### config.mk
export PLATFORM = sky130hd
export DESIGN_NAME = alu_wide_seq
export DESIGN_NICKNAME = d
export VERILOG_FILES = /design/src/rtl/alu_wide_seq_pkg.sv /design/src/rtl/alu_flag_accum.sv /design/src/rtl/alu_wide_seq.sv
export SDC_FILE = /design/constraint.sdc
export NUM_CORES = 1
export LEC_CHECK = 0
export CAP_MARGIN = 20
export CORE_UTILIZATION = 35
export CTS_BUF_LIST = sky130_fd_sc_hd__clkbuf_8
export DETAILED_ROUTE_END_ITERATION = 10
export SLEW_MARGIN = 30
export SYNTH_ARGS = -nofsm -noshare
export SYNTH_HDL_FRONTEND = slang
export SYNTH_SLANG_ARGS = --single-unit
### constraint.sdc
create_clock -name Clk -period 4.4 [get_ports Clk]
set_input_delay 0.88 -clock Clk [delete_from_list [all_inputs] [get_ports Clk]]
set_output_delay 0.88 -clock Clk [all_outputs]
set_load 0.02 [all_outputs]
### src/rtl/alu_wide_seq_pkg.sv
// Shared definitions for the multi-word ALU sequencer: op codes, flag bit
// positions and FSM state encoding.
package alu_wide_seq_pkg;

  localparam int unsigned OP_W = 4;

  localparam logic [OP_W-1:0] OP_ADD   = 4'b0000;
  localparam logic [OP_W-1:0] OP_SUB   = 4'b0001;
  localparam logic [OP_W-1:0] OP_SUBC  = 4'b0010;
  localparam logic [OP_W-1:0] OP_AND   = 4'b0011;
  localparam logic [OP_W-1:0] OP_OR    = 4'b0100;
  localparam logic [OP_W-1:0] OP_NOT   = 4'b0101;
  localparam logic [OP_W-1:0] OP_XOR   = 4'b0110;
  // Shift codes exist on the ALU but are not sequenced across slices.
  localparam logic [OP_W-1:0] OP_LSL_A = 4'b0111;
  localparam logic [OP_W-1:0] OP_LSR_A = 4'b1000;
  localparam logic [OP_W-1:0] OP_ASR_A = 4'b1001;
  localparam logic [OP_W-1:0] OP_LSL_B = 4'b1010;
  localparam logic [OP_W-1:0] OP_LSR_B = 4'b1011;
  localparam logic [OP_W-1:0] OP_ASR_B = 4'b1100;

  localparam int unsigned ZERO_FLAG  = 0;
  localparam int unsigned CARRY_FLAG = 1;
  localparam int unsigned NEG_FLAG   = 2;
  localparam int unsigned OVER_FLAG  = 3;

  typedef enum logic [2:0] {
    ST_IDLE    = 3'd0,
    ST_DRIVE   = 3'd1,
    ST_CAPTURE = 3'd2,
    ST_DONE    = 3'd3,
    ST_ERR     = 3'd4
  } state_t;

  function automatic logic op_supported(input logic [OP_W-1:0] op);
    return op <= OP_XOR;
  endfunction

  function automatic logic op_is_arith(input logic [OP_W-1:0] op);
    return op <= OP_SUBC;
  endfunction

endpackage

### src/rtl/alu_flag_accum.sv
// Accumulates per-slice ALU flags and forms the final {V,N,C,Z} nibble.
module alu_flag_accum
  import alu_wide_seq_pkg::*;
#(
  parameter int unsigned FlagBits = 4
) (
  input  logic                clk,
  input  logic                rst_n,
  input  logic                i_clear,
  input  logic                i_capture,
  input  logic                i_arith,
  input  logic [FlagBits-1:0] i_oflags,
  output logic [FlagBits-1:0] o_flags_c
);

  logic                r_zero_all;
  logic [FlagBits-1:0] r_last;

  // Z is the AND over all slices; everything else comes from the last slice.
  always_ff @(posedge clk or negedge rst_n) begin
    if (!rst_n) begin
      r_zero_all <= 1'b1;
      r_last     <= '0;
    end else if (i_clear) begin
      r_zero_all <= 1'b1;
      r_last     <= '0;
    end else if (i_capture) begin
      r_zero_all <= r_zero_all & i_oflags[ZERO_FLAG];
      r_last     <= i_oflags;
    end
  end

  always_comb begin
    o_flags_c             = '0;
    o_flags_c[ZERO_FLAG]  = r_zero_all;
    o_flags_c[CARRY_FLAG] = i_arith & r_last[CARRY_FLAG];
    o_flags_c[NEG_FLAG]   = r_last[NEG_FLAG];
    o_flags_c[OVER_FLAG]  = r_last[OVER_FLAG];
  end

endmodule

### src/rtl/alu_wide_seq.sv
// Sequences a WORDS*N-bit operation through the shared N-bit ALU one slice at
// a time, LSW first, chaining carry/borrow through the ALU input flags.
module alu_wide_seq
  import alu_wide_seq_pkg::*;
#(
  parameter int unsigned N            = 8,
  parameter int unsigned WORDS        = 4,
  parameter int unsigned SettleCycles = 1,
  parameter int unsigned FlagBits     = 4
) (
  input  logic                  Clk,
  input  logic                  Reset_N,
  input  logic                  Start,
  input  logic [OP_W-1:0]       Op,
  input  logic [N*WORDS-1:0]    OpA,
  input  logic [N*WORDS-1:0]    OpB,
  input  logic                  CarryIn,
  output logic                  Busy,
  output logic                  Done,
  output logic                  Error,
  output logic [N*WORDS-1:0]    Result,
  output logic [FlagBits-1:0]   Flags,
  output logic [N-1:0]          AluA,
  output logic [N-1:0]          AluB,
  output logic [OP_W-1:0]       AluFuncOp,
  output logic [FlagBits-1:0]   AluIFlags,
  output logic                  AluOE_n,
  input  logic [N-1:0]          AluY,
  input  logic [FlagBits-1:0]   AluOFlags
);

  localparam int unsigned W        = N * WORDS;
  localparam int unsigned SLICE_W  = (WORDS > 1) ? $clog2(WORDS) : 1;
  localparam int unsigned SETTLE_W = (SettleCycles > 1) ? $clog2(SettleCycles) : 1;
  localparam logic [SLICE_W-1:0]  LAST_SLICE  = SLICE_W'(WORDS - 1);
  localparam logic [SETTLE_W-1:0] SETTLE_LAST = SETTLE_W'(SettleCycles - 1);

  state_t               r_state;
  logic [OP_W-1:0]      r_op;
  logic [W-1:0]         r_opa;
  logic [W-1:0]         r_opb;
  logic [SLICE_W-1:0]   r_slice;
  logic [SETTLE_W-1:0]  r_settle;
  logic                 r_busy;
  logic                 r_done;
  logic                 r_error;
  logic [W-1:0]         r_result;
  logic [FlagBits-1:0]  r_flags;
  logic [N-1:0]         r_alu_a;
  logic [N-1:0]         r_alu_b;
  logic [OP_W-1:0]      r_alu_func;
  logic [FlagBits-1:0]  r_alu_iflags;
  logic                 r_alu_oe_n;

  logic                 w_accept;
  logic                 w_capture;
  logic                 w_arith;
  logic [SLICE_W-1:0]   w_next_slice;
  logic [FlagBits-1:0]  w_iflags_first;
  logic [FlagBits-1:0]  w_iflags_next;
  logic [OP_W-1:0]      w_func_next;
  logic [FlagBits-1:0]  w_final_flags;

  assign w_accept     = (r_state == ST_IDLE) && Start && op_supported(Op);
  assign w_capture    = (r_state == ST_CAPTURE);
  assign w_arith      = op_is_arith(r_op);
  assign w_next_slice = r_slice + SLICE_W'(1);
  // Sub turns into borrow-chained Subc on every slice after the first.
  assign w_func_next  = (r_op == OP_SUB) ? OP_SUBC : r_op;

  // Carry/borrow into slice 0 comes from CarryIn; later slices chain the ALU carry.
  always_comb begin
    w_iflags_first             = '0;
    w_iflags_first[CARRY_FLAG] = ((Op == OP_ADD) || (Op == OP_SUBC)) ? CarryIn : 1'b0;
    w_iflags_next              = '0;
    w_iflags_next[CARRY_FLAG]  = w_arith ? AluOFlags[CARRY_FLAG] : 1'b0;
  end

  alu_flag_accum #(
    .FlagBits (FlagBits)
  ) u_flag_accum (
    .clk       (Clk),
    .rst_n     (Reset_N),
    .i_clear   (w_accept),
    .i_capture (w_capture),
    .i_arith   (w_arith),
    .i_oflags  (AluOFlags),
    .o_flags_c (w_final_flags)
  );

  // Sequencer FSM with registered status, result and ALU drive.
  always_ff @(posedge Clk or negedge Reset_N) begin
    if (!Reset_N) begin
      r_state      <= ST_IDLE;
      r_op         <= '0;
      r_opa        <= '0;
      r_opb        <= '0;
      r_slice      <= '0;
      r_settle     <= '0;
      r_busy       <= 1'b0;
      r_done       <= 1'b0;
      r_error      <= 1'b0;
      r_result     <= '0;
      r_flags      <= '0;
      r_alu_a      <= '0;
      r_alu_b      <= '0;
      r_alu_func   <= '0;
      r_alu_iflags <= '0;
      r_alu_oe_n   <= 1'b1;
    end else begin
      r_busy  <= (r_state != ST_IDLE);
      r_done  <= (r_state == ST_DONE) || (r_state == ST_ERR);
      r_error <= (r_state == ST_ERR);
      case (r_state)
        ST_IDLE: begin
          if (Start) begin
            r_op    <= Op;
            r_opa   <= OpA;
            r_opb   <= OpB;
            r_slice <= '0;
            if (op_supported(Op)) begin
              r_state      <= ST_DRIVE;
              r_settle     <= '0;
              r_alu_a      <= OpA[N-1:0];
              r_alu_b      <= OpB[N-1:0];
              r_alu_func   <= Op;
              r_alu_iflags <= w_iflags_first;
              r_alu_oe_n   <= 1'b0;
            end else begin
              r_state <= ST_ERR;
            end
          end
        end
        ST_DRIVE: begin
          if (r_settle == SETTLE_LAST) begin
            r_state <= ST_CAPTURE;
          end else begin
            r_settle <= r_settle + SETTLE_W'(1);
          end
        end
        ST_CAPTURE: begin
          r_result[N*int'(r_slice) +: N] <= AluY;
          if (r_slice == LAST_SLICE) begin
            r_state    <= ST_DONE;
            r_alu_oe_n <= 1'b1;
          end else begin
            r_state      <= ST_DRIVE;
            r_slice      <= w_next_slice;
            r_settle     <= '0;
            r_alu_a      <= r_opa[N*int'(w_next_slice) +: N];
            r_alu_b      <= r_opb[N*int'(w_next_slice) +: N];
            r_alu_func   <= w_func_next;
            r_alu_iflags <= w_iflags_next;
          end
        end
        ST_DONE: begin
          r_flags <= w_final_flags;
          r_state <= ST_IDLE;
        end
        ST_ERR: begin
          r_state <= ST_IDLE;
        end
        default: begin
          r_state <= ST_IDLE;
        end
      endcase
    end
  end

  assign Busy      = r_busy;
  assign Done      = r_done;
  assign Error     = r_error;
  assign Result    = r_result;
  assign Flags     = r_flags;
  assign AluA      = r_alu_a;
  assign AluB      = r_alu_b;
  assign AluFuncOp = r_alu_func;
  assign AluIFlags = r_alu_iflags;
  assign AluOE_n   = r_alu_oe_n;

endmodule

## After elaboration in Yosys (flattened, before gate mapping)

Index checks and enable logic that the tools add are counted.

- Add/subtract/negate cells: 3
- $lt $le $gt $ge: 2
- Equality and inequality tests: 12
- Shift-type cells: 4
- Multiplexer cells: 39
- Bitwise gates (word level): 2
- Reductions and logical operators: 16

Operator list:

| operator | number |
|---|---|
| 32-bit by 6-bit indexed part select with 8-bit output | 2 |
| 8-bit 2-to-1 mux | 6 |
| 4-bit 2-to-1 mux | 9 |
| 5-bit negation with 34-bit output | 1 |
| 8-bit by 34-bit variable shift with 32-bit output (first input constant) | 1 |
| 8-bit by 34-bit indexed part select with 32-bit output | 1 |
| 32-bit bitwise mux | 1 |
| 8-bit one-hot mux with 2 select lines | 2 |
| 4-bit one-hot mux with 2 select lines | 2 |
| 4-bit AND reduction | 3 |
| 1-bit 2-to-1 mux | 9 |
| 3-bit 2-to-1 mux | 3 |
| 3-bit one-hot mux with 3 select lines | 1 |
| 2-bit inequality test (second input constant) | 4 |
| 3-bit by 2-bit equality test with 1-bit output (second input constant) | 2 |
| 2-bit 2-to-1 mux | 3 |
| 3-bit nonzero test | 2 |
| 4-bit by 1-bit equality test with 1-bit output (second input constant) | 1 |
| 4-bit by 2-bit equality test with 1-bit output (second input constant) | 1 |
| 4-bit by 2-bit less-or-equal comparator with 1-bit output (second input constant) | 1 |
| 4-bit by 3-bit less-or-equal comparator with 1-bit output (second input constant) | 1 |
| 4-bit logical NOT | 1 |
| 2-bit one-hot mux with 2 select lines | 1 |
| 2-bit AND reduction | 2 |
| 14 further kinds | 18 |

- Flip-flop bits (word level): 143
- Bits of input ports: 84

## Depth between registers and ports, before layout

Gate-level depths: netlist (run 1).

- Word-level depth: 6
- Depth in mapped cells: 9
- Gate-level depth less buffers: 6

## Cells and area by module

From an unflattened synthesis (run 1), not the netlist that was laid out.

- Cell total of the unflattened synthesis: 659
- Area, all modules: 6,309.8 sq um

Modules (own cells, without submodules):

| module | instances | cells each | area an instance (sq um) | sequential area each (sq um) |
|---|---|---|---|---|
| alu_wide_seq | 1 | 643 | 6,124.6 | 3,354.5 |
| alu_flag_accum | 1 | 16 | 185.2 | 101.3 |

## Least setup slack after synthesis (run 1)

No wires, ideal clock.

- Kind: register -> register
- From: reg r_slice[0]
- To: reg r_alu_a[5], in the netlist AluA[5]
- Data arrival time: 2.179 ns
- Data required time: 4.326 ns
- Path slack: 2.147 ns
- Cell stages (with the launch flop): 10
- Buffers on the path: 3
- Clock period less this slack: 2.253 ns
- Path through: dfrtp_1 buf_2 inv_1 ha_1 or4b_4 buf_6 buf_6 o22ai_1 a21oi_1 o21ai_2

- Longest elaborated chain between the ends: 4
- Elaborated cells between the ends (all ways): 7
- Those cells by class: add/sub (1); eq/ne (2); shift (1); mux (2); reduce/logical (1)

RTL lines:

| item | RTL line | source |
|---|---|---|
| from (decl) | alu_wide_seq.sv:42 | `logic [SLICE_W-1:0] r_slice;` |
| from (signal assigned) | alu_wide_seq.sv:148 | `r_slice <= w_next_slice;` |
| 2-bit by 1-bit adder with 2-bit output | alu_wide_seq.sv:67 | `assign w_next_slice = r_slice + SLICE_W'(1);` |
| 32-bit by 6-bit indexed part select with 8-bit output | alu_wide_seq.sv:150 | `r_alu_a <= r_opa[N*int'(w_next_slice) +: N];` |
| 8-bit 2-to-1 mux | alu_wide_seq.sv:143 | `if (r_slice == LAST_SLICE) begin` |
| 8-bit one-hot mux with 2 select lines | alu_wide_seq.sv:114 | `case (r_state)` |
| to (signal assigned) | alu_wide_seq.sv:124 | `r_alu_a <= OpA[N-1:0];` |
| to (signal assigned) | alu_wide_seq.sv:150 |  |
| to (decl) | alu_wide_seq.sv:49 | `logic [N-1:0] r_alu_a;` |

Parallel ways exist; a longest one is shown, timed or not. The select of a mux whose other input is x is not followed.
A chain may end at the register's enable or synchronous reset.

## Worst setup path after layout (run 1)

- From: reg r_slice[0]
- To: reg r_alu_a[0], in the netlist AluA[0]

Same word-level chain as after synthesis.

==> impl_results.md, run 1 <==
* Status: finished, final reports clean
* Area of the multi-input gates at 2410 um2
* IO Pins at 148
* Total track usage at between 10% and 20%
* Clock root buffer: clkbuf_8
* Fillers at approximately 1500
* Worst Skew at approximately 0.011 ns
* Final Hold Viols at 0
* Synthesized flop and latch total at 138
* Pre-CTS setup slack at between 1 and 1.5 ns
* Crit-path max FO at 17
* Setup Buffers After CTS at 0
* Diode count at 0
* Dpl hpwl at 9880 um
* CTS Buf Count at 17
* CP endpoint kind: flip-flop
* Synth Warn # at 0
* CTS max path bufs at 2
* Startpoint Class: flip-flop
* Initial Utilization at 36.2%
* Post-CTS Resized at 0
* CP required at 4.75 ns
* Total clock sinks at 138
* Slew headroom at 38.3%
* Vias in the first global route at 4431
* CP Launch Point: r_slice[0]
* First-pass GRT wire length at ~23000 um
* Flop-to-flop setup slack at approximately 1.8 ns
* Die Y at 133 um
* Antenna Nets Post-Route at 0
* Die Area at roughly 18000 um2
* Most area-consuming cells after synthesis: dfrtp_1 56%, mux2_2 14%, nand2_1 6.1%
* P_leak at 3.35 nW
* # DRC at 0
* Initial antenna violation count at 0
* Count of input and output buffers at 144
* Peak supply drop at 0.000268 V
* Clock tree from TritonCTS: yes
* Syn Area/Cell at 11.8 um2
* Top sig layer: met4
* Fin util at 48.3%
* Die width at 133 um
* Fin nets at 736
* Top-area cell type share of the netlist area at 56.3%
* DRT iter0 DRCs at 165
* Core area at 16700 um2
* Via/cell ratio at about 4.9
* Share of flip-flops with an asynchronous set or reset at 100%
* Worst Hold Class: in -> async
* Area delta synth->final at 33.4%
* Period utilization at 59.7%
* Total wire length at ~14000 um
* Met2 WL post-DR at 6720 um
* Reg-to-reg startpoint: r_slice[0]
* Layout cells sized above 1 at 19.5%
* Vias at 4305
* Site Rows at 47
* Clock transition at path regs at 0.07 ns
* Register-to-Register Path Depth at 6
* Cts hold-fix bufs at 0
* Critical Path Sink: AluA[0]
* Final setup margin at ~1.8 ns
* Cells after DPL at between 800 and 900
* Tmin final at between 2 and 3 ns
* Sequential fraction of the synthesis area at 57.2%
* Synth cell types at 39
* Largest net degree at the start of global routing at 73
* Syn Inst Count at 510
* # setup viols final at 0
* Unrepaired setup endpoints after global routing: no
* Max cap viols at 0
* Met3 wire length at 716 um
* Routed WL per cell at about 16 um
* Clock Latency Late Sink at 0.44 ns
* Met1 Wirelength at around 6600 um
* Post-synth EDFFs at 0
* Synth Flop Type: dfrtp_1
* Grt total ovfl at 0
* First-pass DRT Iterations at 4
* Worst slew pin tran at 0.926 ns
* Post-route insts no fill at 877
* Max Clk Rate at 0.381 GHz
* Synth area leader: dfrtp_1
* Gpl congestion at 0.774
* Arrival time worst endpoint at between 2 and 3 ns
* Pwr/cell area at 706 nW/um2
* Register Area at 3460 um2
* Slew Viols, Final at 0
* Reg-to-reg endpoint: AluA[0]
* Sum of negative setup slack at 0 ns
* H-tree Lvls at 4
* Cell Area, Synth at 6040 um2
* Kind of critical path: reg -> reg
[cell usage after synthesis, types with 2 or more instances]
| master | instances |
|---|---|
| a31oi_1 | 2 |
| dfrtp_1 | 136 |
| inv_1 | 2 |
| nand2b_1 | 3 |
| o22ai_1 | 16 |
| ha_1 | 6 |
| mux2_2 | 73 |
| nor3b_2 | 4 |
| dfstp_2 | 2 |
| buf_4 | 4 |
| buf_6 | 3 |
| o21ai_0 | 44 |
| nor2_1 | 4 |
| o21ai_1 | 2 |
| o21ai_2 | 10 |
| clkbuf_1 | 6 |
| mux2i_1 | 34 |
| a21oi_1 | 21 |
| buf_2 | 21 |
| nand2_1 | 98 |
[final cells by class]
class / instances / share of cell area (%)
clock inverter: 12 / 1.99
timing repair buffer: 149 / 18.6
clock buffer: 18 / 3.07
inverter: 2 / 0.0931
multi-input combinational: 338 / 29.9
sequential: 138 / 42.9
tap: 220 / 3.41
[where the power goes]
part	internal [mW]	switching, mW
logic	1.19	1.17
clock network	0.616	0.461
registers	1.87	0.384
total	3.68	2.02
[cell usage in the layout, fill, tap and decap left out, drive strengths merged, types with 2 or more instances in the layout]
cell,instances
a21oi,21
a31oi,2
buf,6
bufinv,4
clkbuf,18
clkdlybuf4s50,143
clkinv,2
clkinvlp,2
conb,3
dfrtp,136
dfstp,2
ha,6
inv,6
mux2,73
mux2i,34
nand2,98
nand2b,3
nor2,4
nor3b,5
nor4b,2
o21ai,56
o22ai,17
[cell families (layout without fill, tap and decap cells)]
family	after synthesis	count (layout)	synth area share (%)
adders and majority gates	6	6	1.24
muxes	107	107	19.2
buffers and inverters	36	181	3.29
AOI/OAI and AO/OA	101	101	9.80
DFF	138	138	57.2
and+or+nand+nor	121	121	9.17
other	1	3	0.0621
[worst max-delay path, stage by stage (launching register included)]
cell,delay (ns)
dfrtp_2,0.69
inv_1,0.21
ha_1,0.45
or4b_4,0.73
o22ai_1,0.22
a21oi_1,0.07
o21ai_0,0.17
[through the flow]
step	hold slack [ns]	instance area, um2	total power [mW]
3_3_place_gp	0.462	7620	4.58
6_report	0.383	8060	5.70
4_1_cts	0.375	8060	5.78
2_1_floorplan	0.460	6050	3.76
5_1_grt	0.392	8060	6.08
3_5_place_dp	0.470	7650	4.68
[worst min path at each step]
stage | endpoint | slack, ns
finish | Result[27] | 0.38
global route | Result[11] | 0.39
detailed placement | AluB[0] | 0.47
CTS | r_opa[9] | 0.38
floorplan | u_flag_accum.r_zero_all | 0.46
global placement | Result[15] | 0.46
[sequential cells by signal, indices dropped and copies added (netlist names), 2 cells and up]
signal and cells:
AluA 8, AluB 8, AluFuncOp 4, Flags 4
Result 32, r_op 4, r_opa 32, r_opb 32
r_slice 2, r_state 3, u_flag_accum.r_last 3
[routing by layer]
layer	global-route usage, %	vias to the layer above
li1	-	2042
met5	0	-
met3	4.03	15
met2	27.5	128
met1	22.3	2120
met4	5.68	0
Power figures use the tool's default switching activity.
==> run 2, diff against run 1 <==
==> constraint.sdc (replaced) <==
create_clock -name Clk -period 2.3 [get_ports Clk]
set_input_delay 0.46 -clock Clk [delete_from_list [all_inputs] [get_ports Clk]]
set_output_delay 0.46 -clock Clk [all_outputs]
set_load 0.02 [all_outputs]
==> run 2 against run 1 <==
Against the previous run:
- non-clock buffer count grew 11
- via count is 1.1% higher
- die area unchanged
- clock power is 94% higher
- sequential power increased by 89%
- critical path depth decreased by 5
- design area rose by 1.8%
- register-to-register slack got worse by 1.5 ns
- global-route usage shrank 0.18 points
- clock-buffer cell count is 1 lower
- final cell count rose by 1.4%
- total power rose by 95%
- critical path type is now reg -> out
==> impl_results.md, run 2 (synthesis gave the netlist of run 1 again) <==
* Gpl congestion at 0.771 (-0.40%)
* CP Launch Point: AluOE_n
* Layout cells sized above 1 at 20.9% (+1.4 points)
* H-tree Lvls at 4 (unchanged)
* Max cap viols at 0 (unchanged)
* Count of input and output buffers at 144 (unchanged)
* CTS max path bufs at 2 (unchanged)
* Final Hold Viols at 0 (unchanged)
* Commonest cells after routing, fill and taps aside: 143 x clkdlybuf4s50_1, 135 x dfrtp_1, 98 x nand2_1
* Cts hold-fix bufs at 1 (+1)
* Period utilization at between 80% and 90%
* Vias at 4354 (+1.1%)
* Clock Latency Late Sink at 0.45 ns (about the same)
* Vias in the first global route at 4468 (+0.84%)
* CP max stage delay at 0.64 ns (-0.09 ns)
* Die width at 133 um (unchanged)
* Fin nets at 747 (+1.5%)
* IO Pins at 148 (unchanged)
* Status: finished, final reports clean
* Clock tree from TritonCTS: yes
* Largest net degree at the start of global routing at 53 (-27%)
* Area after DPL at 7780 um2 (+1.6%)
* Cell family with most CP delay: buffers and inverters
* Worst Hold Class: reg -> reg
* Slew headroom at 55.9% (+18 points)
* Diode count at 0 (unchanged)
* Antenna Nets Post-Route at 0 (unchanged)
* Tmin final at roughly 2.1 ns
* Total track usage at 16.8% (-0.18 points)
* Busiest grt layer: met2
* Worst Skew at 0.0148 ns (+0.00348 ns)
* Final Instance Area at 8200 um2 (+1.8%)
* # setup viols final at 0 (unchanged)
* Sum of negative setup slack at 0 ns (unchanged)
* Critical path, cell by cell: clkdlybuf4s50_1
* Met3 Track Usage GR at 4.79% (+0.76 points)
* P_leak at 3.42 nW (+2.0%)
* Flop-to-flop setup slack at 0.25 ns (-1.52 ns)
* Power Total at 11.1 mW (+95%)
* Kind of critical path: reg -> out
* Max Clk Rate at 0.484 GHz
* # DRC at 0 (unchanged)
* CTS Buf Count at 17 (unchanged)
* Critical-path top delay cell: clkdlybuf4s50_1
* Unrepaired setup endpoints after global routing: no
* HP Start: AluB[0]
* Setup Buffers After CTS at 0 (unchanged)
* Clock transition at path regs at 0.07 ns (about the same)
* Commonest non-fill, non-tap cell in the layout: clkdlybuf4s50_1
* Reg-to-reg startpoint: r_slice[0]
* Via/cell ratio at 4.90 (-0.23%)
* First-pass DRT Iterations at 4 (unchanged)
* Area delta synth->final at 35.8%
* Slew Viols, Final at 0 (unchanged)
* Initial Utilization at 36.2% (unchanged)
* Initial antenna violation count at 0 (unchanged)
* Post-CTS Resized at 0 (unchanged)
* Crit-path max FO at 2 (-15)
* Site Rows at 47 (unchanged)
* Worst path bufs/invs at 1 (unchanged)
* Clock root buffer: clkbuf_8
* Startpoint Class: flip-flop
* Core area at 16700 um2 (unchanged)
* Grt met2 use at 26.9% (-0.64 points)
* Die Area at 17800 um2 (unchanged)
* DRT iter0 DRCs at 185 (+12%)
* Dpl hpwl at 9960 um (+0.81%)
* First-pass GRT wire length at 23100 um (-0.38%)
* CP endpoint kind: primary output
* Register Area at 3460 um2 (unchanged)
* Grt total ovfl at 0 (unchanged)
* Area of the multi-input gates at 2410 um2 (-0.21%)
* Fillers at 1502 (-1.1%)
* Pwr/cell area at 1350 nW/um2 (+91%)
* Peak supply drop at 0.000476 V (+78%)
* CP required at 1.84 ns (-2.91 ns)
* Total clock sinks at 138 (unchanged)
* Worst slew pin tran at 0.661 ns (-0.265 ns)
* M1 GR Usage at 21.7% (-0.68 points)
* Arrival time worst endpoint at 1.61 ns (-1.37 ns)
* Routed WL per cell at 15.9 um (-2.2%)
* Total wire length at 14100 um (-0.88%)
* Die Y at 133 um (unchanged)
## run 2: cell types whose count changed in the layout (fill, tap and decap cells not counted), sizes merged
| cell | before | now |
|---|---|---|
| clkinv | 2 | 7 |
| dlygate4sd3 | 0 | 1 |
| clkbuf | 18 | 17 |
| inv | 6 | 3 |
| buf | 6 | 16 |
## run 2: metal layers
metal	routed length [um]	part of all wire (%)
met3	908	6.4
met4	207	1.5
met1	6380	45
met5	0	0
met2	6640	47
## run 2: worst paths after layout
kind                                           endpoint  depth (start not counted)
worst max-delay path                            AluOE_n                          1
worst min-delay path                            AluB[0]                          2
worst min register to register                  AluB[0]                          2
max in group asynchronous       u_flag_accum.r_zero_all                          3
min in group asynchronous                    Result[27]                          2
worst max register to register                  AluA[4]                          6
## run 2: power breakdown
part	leakage, nW	total, mW	internal [mW]	switching, mW
Sequential	1.64	4.26	3.58	0.683
Clock	0.212	2.09	1.16	0.925
Combinational	1.57	4.75	2.42	2.33
Total	3.42	11.1	7.16	3.94
## run 2: layout make-up
type,count,share of cell area (%)
Clock buffer,17,2.85
Inverter,2,0.0915
Timing Repair Buffer,160,20.0
Tap cell,220,3.36
Clock inverter,14,2.21
Multi-Input combinational cell,338,29.4
Sequential cell,138,42.1
## run 2: through the flow
| step | cells | util, % | worst slack (ns) | hold slack, ns |
|---|---|---|---|---|
| 2_1_floorplan | 512 | - | 0.0475 | 0.164 |
| 3_3_place_gp | 857 | 46.6 | 0.254 | 0.398 |
| 3_5_place_dp | 857 | 46.6 | 0.252 | 0.402 |
| 4_1_cts | 889 | 49.1 | 0.194 | 0.486 |
| 5_1_grt | 889 | 49.1 | 0.111 | 0.510 |
| 6_report | 889 | 49.1 | 0.234 | 0.481 |
==> run 3, diff against run 2 <==
--- a/config.mk
+++ b/config.mk
@@ -6,9 +6,12 @@
 export NUM_CORES = 1
 export LEC_CHECK = 0
 export CAP_MARGIN = 20
+export CORE_ASPECT_RATIO = 0.5
 export CORE_UTILIZATION = 35
 export CTS_BUF_LIST = sky130_fd_sc_hd__clkbuf_8
 export DETAILED_ROUTE_END_ITERATION = 10
+export DONT_BUFFER_PORTS = 1
+export HOLD_SLACK_MARGIN = 0.02
 export SLEW_MARGIN = 30
 export SYNTH_ARGS = -nofsm -noshare
 export SYNTH_HDL_FRONTEND = slang
==> run 3 against run 2 <==
Against the previous run:
- the run now ends with negative hold slack left
- non-clock buffer count decreased by 150
- core utilization down 9.2 points
- critical path depth grew 5
- combinational power decreased by 37%
- register-to-register slack lost 0.03 ns
- total power is 11% lower
- critical endpoint is now AluB[2]
- largest power group is now registers
==> impl_results.md, run 3 (synthesis gave the netlist of run 1 again) <==
* Commonest non-fill, non-tap cell in the layout: dfrtp_1
* Die Y at 94.9 um (-29%)
* Top sig layer: met4
* Initial antenna violation count at 1 (+1)
* Fillers at 1637 (+9.0%)
* Total clock sinks at 138 (unchanged)
* Initial Utilization at 36.3% (+0.13 points)
* Die Area at 17800 um2 (+0.18%)
* # DRC at 0 (unchanged)
* Unrepaired setup endpoints after global routing: no
* Fin nets at 597 (-20%)
* Slew headroom at 56.0% (+0.086 points)
* Gpl congestion at 0.784 (+1.6%)
* Pre-CTS setup slack at 0.170 ns (-0.0819 ns)
* Max cap viols at 0 (unchanged)
* Grt total ovfl at 0 (unchanged)
* Total track usage at 15.4% (-1.4 points)
* IO Pins at 148 (unchanged)
* Status: finished with violations
* CP max stage delay at 0.67 ns (+0.03 ns)
* Vias at 3716 (-15%)
* Clock root buffer: clkbuf_8
* Worst Hold Class: in -> async
* Largest net degree at the start of global routing at 139 (+160%)
* Sum of negative setup slack at 0 ns (unchanged)
* Max Clk Rate at 0.482 GHz (-0.45%)
* Core area at 16600 um2 (-0.37%)
* Layout cells sized above 1 at 26.0% (+5.1 points)
* DRT iter0 DRCs at 145 (-22%)
* Worst path bufs/invs at 1 (unchanged)
* Met2 WL post-DR at 6160 um (-7.2%)
* Antenna Nets Post-Route at 0 (unchanged)
* Pwr/cell area at 1480 nW/um2 (+9.2%)
* Count of input and output buffers at 0 (-100%)
* P_leak at 2.79 nW (-18%)
* Clock transition at path regs at 0.09 ns (+0.02 ns)
* Final setup margin at 0.225 ns (-0.00936 ns)
* Area of the multi-input gates at 2410 um2 (unchanged)
* First-pass GRT wire length at 20900 um (-9.7%)
* Commonest cells after routing, fill and taps aside: 135 x dfrtp_1, 98 x nand2_1, 73 x mux2_2
* Critical path, cell by cell: inv_1, ha_1, or4b_4, o22ai_1, a21oi_1, o21ai_2
* Final Instance Area at 6650 um2 (-19%)
* Kind of critical path: reg -> reg
* Slew Viols, Final at 0 (unchanged)
* CTS max path bufs at 2 (unchanged)
* Met1 Wirelength at 6120 um (-4.1%)
* H-tree Lvls at 4 (unchanged)
* # setup viols final at 0 (unchanged)
* Register Area at 3460 um2 (unchanged)
* Cells after DPL at 715 (-17%)
* CP required at 2.67 ns (+0.83 ns)
* Site Rows at 33 (-30%)
* Arrival time worst endpoint at 2.44 ns (+0.83 ns)
* Worst Skew at 0.0158 ns (+0.000978 ns)
* Via/cell ratio at 4.97 (+1.6%)
* Failing checks: negative hold slack
* Die width at 188 um (+41%)
* Worst slew pin tran at 0.660 ns (-0.00129 ns)
* First-pass DRT Iterations at 6 (+2)
* Power Total at 9.83 mW (-11%)
* Final Hold Viols at 138 (+138)
* Crit-path max FO at 16 (+14)
* Cell family with most CP delay: simple AND/OR/NAND/NOR gates
* Startpoint Class: flip-flop
* Clock tree from TritonCTS: yes
* Vias in the first global route at 3778 (-15%)
* Clock Latency Late Sink at 0.44 ns (about the same)
* CP endpoint kind: flip-flop
* Area delta synth->final at 10.1%
* CTS Buf Count at 17 (unchanged)
* Hold slack at -0.286 ns (-0.768 ns)
* Peak supply drop at 0.000463 V (-2.7%)
* Critical-path top delay cell: or4b_4
* Total wire length at 13300 um (-5.9%)
* Post-route insts no fill at 747 (-16%)
* Dpl hpwl at 8820 um (-11%)
* Routed WL per cell at 17.8 um (+12%)
* Tmin final at 2.08 ns (+0.00936 ns)
* Area after DPL at 6260 um2 (-20%)
* Fin util at 40.0% (-9.2 points)
* Met3 wire length at 905 um (-0.33%)
* Period utilization at 90.2% (+0.41 points)
-- run 3: cell types whose count changed in the layout (fill, tap and decap cells not counted), sizes merged, moves of 2 or more --
cell | before | now
buf | 16 | 10
bufinv | 4 | 2
clkinvlp | 2 | 4
clkdlybuf4s50 | 143 | 0
inv | 3 | 5
clkinv | 7 | 4
-- run 3: area by class of cell --
cell class	instances	share of cell area, %
inverters	2	0.113
well taps	227	4.27
clock inverters	13	2.16
flip-flops and latches	138	52.0
clock buffers	18	3.72
repair buffers	10	1.50
multi-input cells	338	36.2
diodes	1	0.0376
-- run 3: timing repair --
action | in CTS | in global routing
setup buffers | 0 | 0
setup endpoints to repair | 0 | 1
endpoints found under the hold margin | 138 | 138
resized for setup | 0 | 0
-- run 3: layer usage --
layer	up-vias	track usage, %
li1	1774	-
met1	1843	19.3
met2	89	24.4
met3	10	6.06
met4	0	4.88
met5	-	0
-- run 3: worst paths after layout --
kind	end	cells past startpoint	startpoint	slack, ns
setup / recovery	AluB[2]	6	r_slice[0]	0.22
setup reg to reg	AluB[2]	6	r_slice[0]	0.22
hold / removal	r_slice[0]	0	Reset_N	-0.29
hold reg to reg	u_flag_accum.r_zero_all	2	u_flag_accum.r_zero_all	0.49
max in group asynchronous	u_flag_accum.r_zero_all	0	Reset_N	2.37
min in group Clk	Result[30]	2	AluY[6]	0.14
-- run 3: worst register-to-register path, stage by stage, from the launching register on --
cell     delay, ns
dfrtp_2       0.42
inv_1         0.15
ha_1          0.34
or4b_4        0.67
o22ai_1       0.24
a21oi_1       0.07
o21ai_2       0.11
-- run 3: power by group --
part / internal (mW) / total, mW / switching, mW
combinational: 1.50 / 2.97 / 1.47
sequential: 3.57 / 4.88 / 1.31
clock: 0.994 / 1.98 / 0.985
total: 6.06 / 9.83 / 3.76
